## config.mk

```make
export PLATFORM = sky130hd
export DESIGN_NAME = apb_master_bridge
export DESIGN_NICKNAME = d
export VERILOG_FILES = /design/src/rtl/apb_master_bridge.sv
export SDC_FILE = /design/constraint.sdc
export NUM_CORES = 1
export LEC_CHECK = 0
export CORE_MARGIN = 8
export CORE_UTILIZATION = 38
export DETAILED_ROUTE_END_ITERATION = 8
export GPL_TIMING_DRIVEN = 1
export PLACE_DENSITY = 0.92
export SYNTH_ARGS = -nofsm -noshare
export SYNTH_HDL_FRONTEND = slang
export SYNTH_SLANG_ARGS = --single-unit
export TNS_END_PERCENT = 5
```

## constraint.sdc

```tcl
create_clock -name PCLK -period 3.07 [get_ports PCLK]
set_clock_uncertainty 0.1 [all_clocks]
set_input_delay 0.614 -clock PCLK [delete_from_list [all_inputs] [get_ports PCLK]]
set_output_delay 0.614 -clock PCLK [all_outputs]
set_load 0.01 [all_outputs]
```

## src/rtl/apb_master_bridge.sv

```systemverilog
// APB initiator bridging a valid/ready request port to NUM_SLAVES APB peripherals.
// Optional ACCESS-phase timeout is compiled in with `define APB_TIMEOUT_EN.
module apb_master_bridge #(
    parameter int unsigned NUM_SLAVES     = 4,
    parameter logic [31:0] BASE_ADDR      = 32'h1000_0000,
    parameter int unsigned TIMEOUT_CYCLES = 255
) (
    input  logic                     PCLK,
    input  logic                     PRESET,
    input  logic                     req_valid,
    output logic                     req_ready,
    input  logic                     req_write,
    input  logic [31:0]              req_addr,
    input  logic [31:0]              req_wdata,
    output logic                     rsp_valid,
    output logic [31:0]              rsp_rdata,
    output logic                     rsp_err,
    output logic [31:0]              PADDR,
    output logic [31:0]              PWDATA,
    output logic                     PWRITE,
    output logic                     PENABLE,
    output logic [NUM_SLAVES-1:0]    PSEL,
    input  logic [NUM_SLAVES*32-1:0] PRDATA_bus,
    input  logic [NUM_SLAVES-1:0]    PREADY_bus
);

    localparam int unsigned IdxW   = (NUM_SLAVES > 1) ? $clog2(NUM_SLAVES) : 1;
    localparam logic [4:0]  NumSlv = 5'(NUM_SLAVES);

    typedef enum logic [1:0] {StIdle, StSetup, StAccess} state_e;

    state_e                state_q;
    logic [IdxW-1:0]       idx_q;
    logic [NUM_SLAVES-1:0] psel_q;
    logic                  penable_q;
    logic                  pwrite_q;
    logic [31:0]           paddr_q;
    logic [31:0]           pwdata_q;
    logic                  rsp_valid_q;
    logic [31:0]           rsp_rdata_q;
    logic                  rsp_err_q;

`ifdef APB_TIMEOUT_EN
    localparam logic [15:0] TimeoutLast = 16'(TIMEOUT_CYCLES - 1);
    logic [15:0] tmo_cnt_q;
`else
    logic unused_timeout;
    assign unused_timeout = ^TIMEOUT_CYCLES;
`endif

    logic                  hit;
    logic [NUM_SLAVES-1:0] dec_sel;
    logic                  sel_ready;
    logic [31:0]           sel_rdata;

    always_comb begin
        dec_sel = '0;
        for (int i = 0; i < NUM_SLAVES; i++) begin
            if (req_addr[15:12] == 4'(i)) dec_sel[i] = 1'b1;
        end
        hit = (req_addr[31:16] == BASE_ADDR[31:16]) && ({1'b0, req_addr[15:12]} < NumSlv);
        // Only the latched slave's handshake is ever looked at.
        sel_ready = 1'b0;
        sel_rdata = '0;
        for (int i = 0; i < NUM_SLAVES; i++) begin
            if (idx_q == IdxW'(i)) begin
                sel_ready = PREADY_bus[i];
                sel_rdata = PRDATA_bus[32*i +: 32];
            end
        end
    end

    always_ff @(posedge PCLK) begin
        if (PRESET) begin
            state_q     <= StIdle;
            idx_q       <= '0;
            psel_q      <= '0;
            penable_q   <= 1'b0;
            pwrite_q    <= 1'b0;
            paddr_q     <= '0;
            pwdata_q    <= '0;
            rsp_valid_q <= 1'b0;
            rsp_rdata_q <= '0;
            rsp_err_q   <= 1'b0;
`ifdef APB_TIMEOUT_EN
            tmo_cnt_q   <= '0;
`endif
        end else begin
            rsp_valid_q <= 1'b0;
            case (state_q)
                StIdle: begin
                    psel_q    <= '0;
                    penable_q <= 1'b0;
                    if (req_valid) begin
                        if (hit) begin
                            paddr_q  <= req_addr;
                            pwdata_q <= req_wdata;
                            pwrite_q <= req_write;
                            idx_q    <= IdxW'(req_addr[15:12]);
                            psel_q   <= dec_sel;
                            state_q  <= StSetup;
                        end else begin
                            rsp_valid_q <= 1'b1;
                            rsp_err_q   <= 1'b1;
                            rsp_rdata_q <= '0;
                        end
                    end
                end
                StSetup: begin
                    penable_q <= 1'b1;
                    state_q   <= StAccess;
`ifdef APB_TIMEOUT_EN
                    tmo_cnt_q <= '0;
`endif
                end
                StAccess: begin
                    if (sel_ready) begin
                        rsp_rdata_q <= pwrite_q ? 32'h0 : sel_rdata;
                        rsp_err_q   <= 1'b0;
                        rsp_valid_q <= 1'b1;
                        psel_q      <= '0;
                        penable_q   <= 1'b0;
                        state_q     <= StIdle;
                    end
`ifdef APB_TIMEOUT_EN
                    else if (tmo_cnt_q == TimeoutLast) begin
                        rsp_rdata_q <= '0;
                        rsp_err_q   <= 1'b1;
                        rsp_valid_q <= 1'b1;
                        psel_q      <= '0;
                        penable_q   <= 1'b0;
                        state_q     <= StIdle;
                    end else begin
                        tmo_cnt_q <= tmo_cnt_q + 16'd1;
                    end
`endif
                end
                default: state_q <= StIdle;
            endcase
        end
    end

    assign req_ready = (state_q == StIdle) & ~PRESET;
    assign rsp_valid = rsp_valid_q;
    assign rsp_rdata = rsp_rdata_q;
    assign rsp_err   = rsp_err_q;
    assign PADDR     = paddr_q;
    assign PWDATA    = pwdata_q;
    assign PWRITE    = pwrite_q;
    assign PENABLE   = penable_q;
    assign PSEL      = psel_q;

endmodule

```

==> flow_summary_export.csv <==
group,metric,value,unit
floorplanning,die_width,133,um
floorplanning,die_area,17600,sq um
hold_path,timing.hold.worst.start,"PADDR[28]",
route,detail_route.first_pass.iterations,4,
floorplanning,rows,42,
route,vias,4726,
cells_and_area,final_design_area_no_fill,8560,sq um
logic_synthesis,synth_top_cells_by_area,"dfxtp_1, nand2b_1, mux4_2",
hold_path,hold_ep,"PADDR[28]",
timing,finalMaxSlewViolations,0,
cts,h-tree-depth,3,
setup_path,critical-path-max-stage-delay,0.73,ns
cells_and_area,stdcell_count,954,
timing,layout_worst_path_cycle_share,80.4,%
power_and_ir_drop,total_power,2.91,mW
setup_path,path_class,"reg2out",
route,detail_route.iter0.violations,247,
hold_path,timing.hold.worst_path_depth,2,
setup_path,crit_path_max_fanout,13,
cts,cts_tree,"yes",
floorplanning,start_util,39.0,%
cells_and_area,nNetsFinal,972,
floorplanning,dieHeight,133,um
power_and_ir_drop,relative_contribution_of_combinational_cells_to_total_power,13.7,%
logic_synthesis,postSynthNetCount,688,
route,antenna_violating_nets_post_route,0,
hold_path,worstHoldPathType,"reg2reg",
logic_synthesis,netlist-cell-type-count,34,
logic_synthesis,synth.top_cells.by_count,"nand2b_1, dfxtp_1, mux2i_1",
cts,insertion_delay_to_the_later_sink_of_the_worst_skew_pair,0.34,ns
global_routing,antenna_found_initial,1,
placed_design,placed_cell_count,937,
logic_synthesis,synth_top_flop_cell,"dfxtp_1",
setup_path,crit_path_cell_trace,"clkdlybuf4s50_1",
cts,post_cts_resize_count,0,
global_routing,grt_pass1_wl,27400,um
timing,setup_viol,0,
route,post-route-drc-count,0,
power_and_ir_drop,sequentialPowerShare,47.3,%
cts,clock_pin_slew_of_the_registers_on_the_worst_case_setup_and_hold_paths,0.07,ns
timing,timing.final.hold_violations,0,
power_and_ir_drop,net_switching_power,669,uW
placed_design,finalWeightedCongestion,0.785,
timing,period_minus_slack,2.47,ns
logic_synthesis,post_synth_inst_count,488,
status,run_status,"complete, no violations",
logic_synthesis,synthMostInstantiatedCell,"nand2b_1",
setup_path,worst_path_max_delay_cell,"dfxtp_1",
setup_path,timing.critical_path.max_delay_family,"flip-flops",
global_routing,gr-total-overflow,0,
logic_synthesis,cell_area_synth,5160,sq um
cts,cts_buffers,9,
placed_design,dp_hpwl,14300,um
setup_path,worst-endpoint-arrival,1.75,ns
setup_path,setup.worst_path.end_class,"output pin",
global_routing,global_route.usage.total,19.4,%
power_and_ir_drop,power.switching_fraction,23.0,%
timing,max-slew-margin-rel,36.2,%
cts,cts.root.buffer_cell,"clkbuf_16",
logic_synthesis,edff_count_synth,0,
logic_synthesis,ys_seq_elements,106,
cts,ctsLongestPathBuffers,2,
placed_design,count_of_buffers_from_port_buffering,304,
setup_path,critPathRequiredTime,2.36,ns
cts,clock-sinks,106,
power_and_ir_drop,power_per_cell_area,340,nW/um^2
logic_synthesis,post-synth-top-area-cell,"dfxtp_1",
cts,post_cts_buffers,0,
power_and_ir_drop,leakage,2.86,nW
timing,timing_worst_slew_pin_value,0.952,ns
power_and_ir_drop,portion_of_total_power_attributed_to_the_clock_network,39.1,%
route,drt-total-wl,17700,um
setup_path,r2r_setup_slack,0.87,ns
timing,rsz0062_at_grt,"no",
setup_path,worstReg2RegStart,"PADDR[13]",
logic_synthesis,synthesis.area_per_instance,10.6,sq um
logic_synthesis,synth.yosys.seq_area_share,41.1,%
setup_path,crit_buf_inv,1,
logic_synthesis,ys_warn_count,0,
setup_path,setup.worst_path.start_class,"flop",
placed_design,post_dp_cell_area,8260,sq um
setup_path,r2r_cells,4,
logic_synthesis,synth-async-reset-ratio,0,%
floorplanning,floorplan.io_pins,305,
job,max_cap_violations,0,
power_and_ir_drop,power_report.internal_total,2.24,mW
cells_and_area,filler_cell_count,1081,
route,average_vias_per_placed_instance,4.95,
cells_and_area,final_layout_size_suffix_gt1_share,9.01,%
logic_synthesis,yosysTopAreaCellShare,41.1,%
cells_and_area,growth_of_design_area_from_synthesis_to_finish,65.9,%
global_routing,grt_pass1_vias,5105,
timing,fin_tns_setup,0,ns
cts,number_of_buffers_inserted_by_hold_repair_at_cts,0,
setup_path,r2r_endpoint,"rsp_rdata[31]",
floorplanning,coreArea,13200,sq um
route,final_routed_wire_length_divided_by_cell_count,18.6,um
power_and_ir_drop,vdd.ir_drop.worst,0.000278,V
cells_and_area,final_core_utilization,64.6,%
timing,max_clock_freq,405,MHz
global_routing,grt_start_max_net_pins,88,
-- sequential cells by signal, summed over array words and instances (netlist names) --
| name | count |
|---|---|
| rsp_valid | 1 |
| PADDR | 31 |
| rsp_err | 1 |
| rsp_rdata | 32 |
| PENABLE | 1 |
| idx_q | 1 |
| PWDATA | 32 |
| PWRITE | 1 |
| PSEL | 4 |
| state_q | 2 |
-- how the worst max path moves through the flow --
stage	startpoint	to	cells after the start
after detailed placement	req_addr[18]	PADDR[19]	5
final	PADDR[13]	PADDR[13]	1
after global placement	req_addr[18]	PADDR[23]	5
after floorplan	req_addr[23]	PADDR[0]	7
after CTS	PADDR[13]	PADDR[13]	1
after global routing	req_addr[18]	PADDR[27]	5
-- cell families after synthesis --
logic type / synth area share [%]
multiplexers: 24.1
AND/OR/NAND/NOR: 24.4
buffers and inverters: 5.11
flip-flops: 41.1
AO/OA/AOI/OAI: 5.31
-- routing by layer --
| metal | track usage, % | part of all wire [%] | up-vias |
|---|---|---|---|
| li1 | - | - | 2273 |
| met1 | 20.7 | 39 | 2208 |
| met2 | 34.7 | 50 | 222 |
| met3 | 6.85 | 8.8 | 23 |
| met4 | 6.62 | 2.4 | 0 |
| met5 | 0 | 0 | - |
-- power by group through the flow --
stage	logic, mW	registers, mW	clock network (mW)
after floorplan	0.113	1.41	0
after global placement	0.390	1.41	0
after detailed placement	0.399	1.41	0
after CTS	0.401	1.38	1.17
after global routing	0.423	1.38	1.23
final	0.398	1.38	1.14
-- cells in the final DEF (no fill, tap or decap), drive strengths merged, types with 2 or more instances in the layout --
| cell | n |
|---|---|
| nor2 | 7 |
| buf | 10 |
| inv | 9 |
| nand3 | 32 |
| o41ai | 4 |
| clkdlybuf4s50 | 303 |
| mux2i | 50 |
| and4 | 2 |
| nor2b | 2 |
| o22ai | 2 |
| nand2b | 129 |
| and2 | 18 |
| o21ai | 33 |
| nand2 | 7 |
| nand4 | 2 |
| o221a | 2 |
| clkbuf | 9 |
| nor3 | 2 |
| nor4 | 4 |
| clkinv | 3 |
| mux4 | 33 |
| dfxtp | 106 |
-- metrics by stage --
step | worst slack (ns) | hold slack (ns)
global route | 0.493 | 0.371
global placement | 0.300 | 0.331
floorplan | 1.12 | 0.370
CTS | 0.598 | 0.351
finish | 0.601 | 0.350
detailed placement | 0.251 | 0.340
-- area by class of cell --
cell class / count / area (sq um) / area share, %
Tap cell: 176 / 220 / 2.57
Sequential cell: 106 / 2120 / 24.8
Multi-Input combinational cell: 337 / 2780 / 32.5
Clock buffer: 9 / 225 / 2.63
Inverter: 5 / 18.8 / 0.219
Clock inverter: 7 / 68.8 / 0.804
Timing Repair Buffer: 313 / 3120 / 36.5
Antenna cell: 1 / 2.50 / 0.0292
Power figures use the tool's default switching activity.
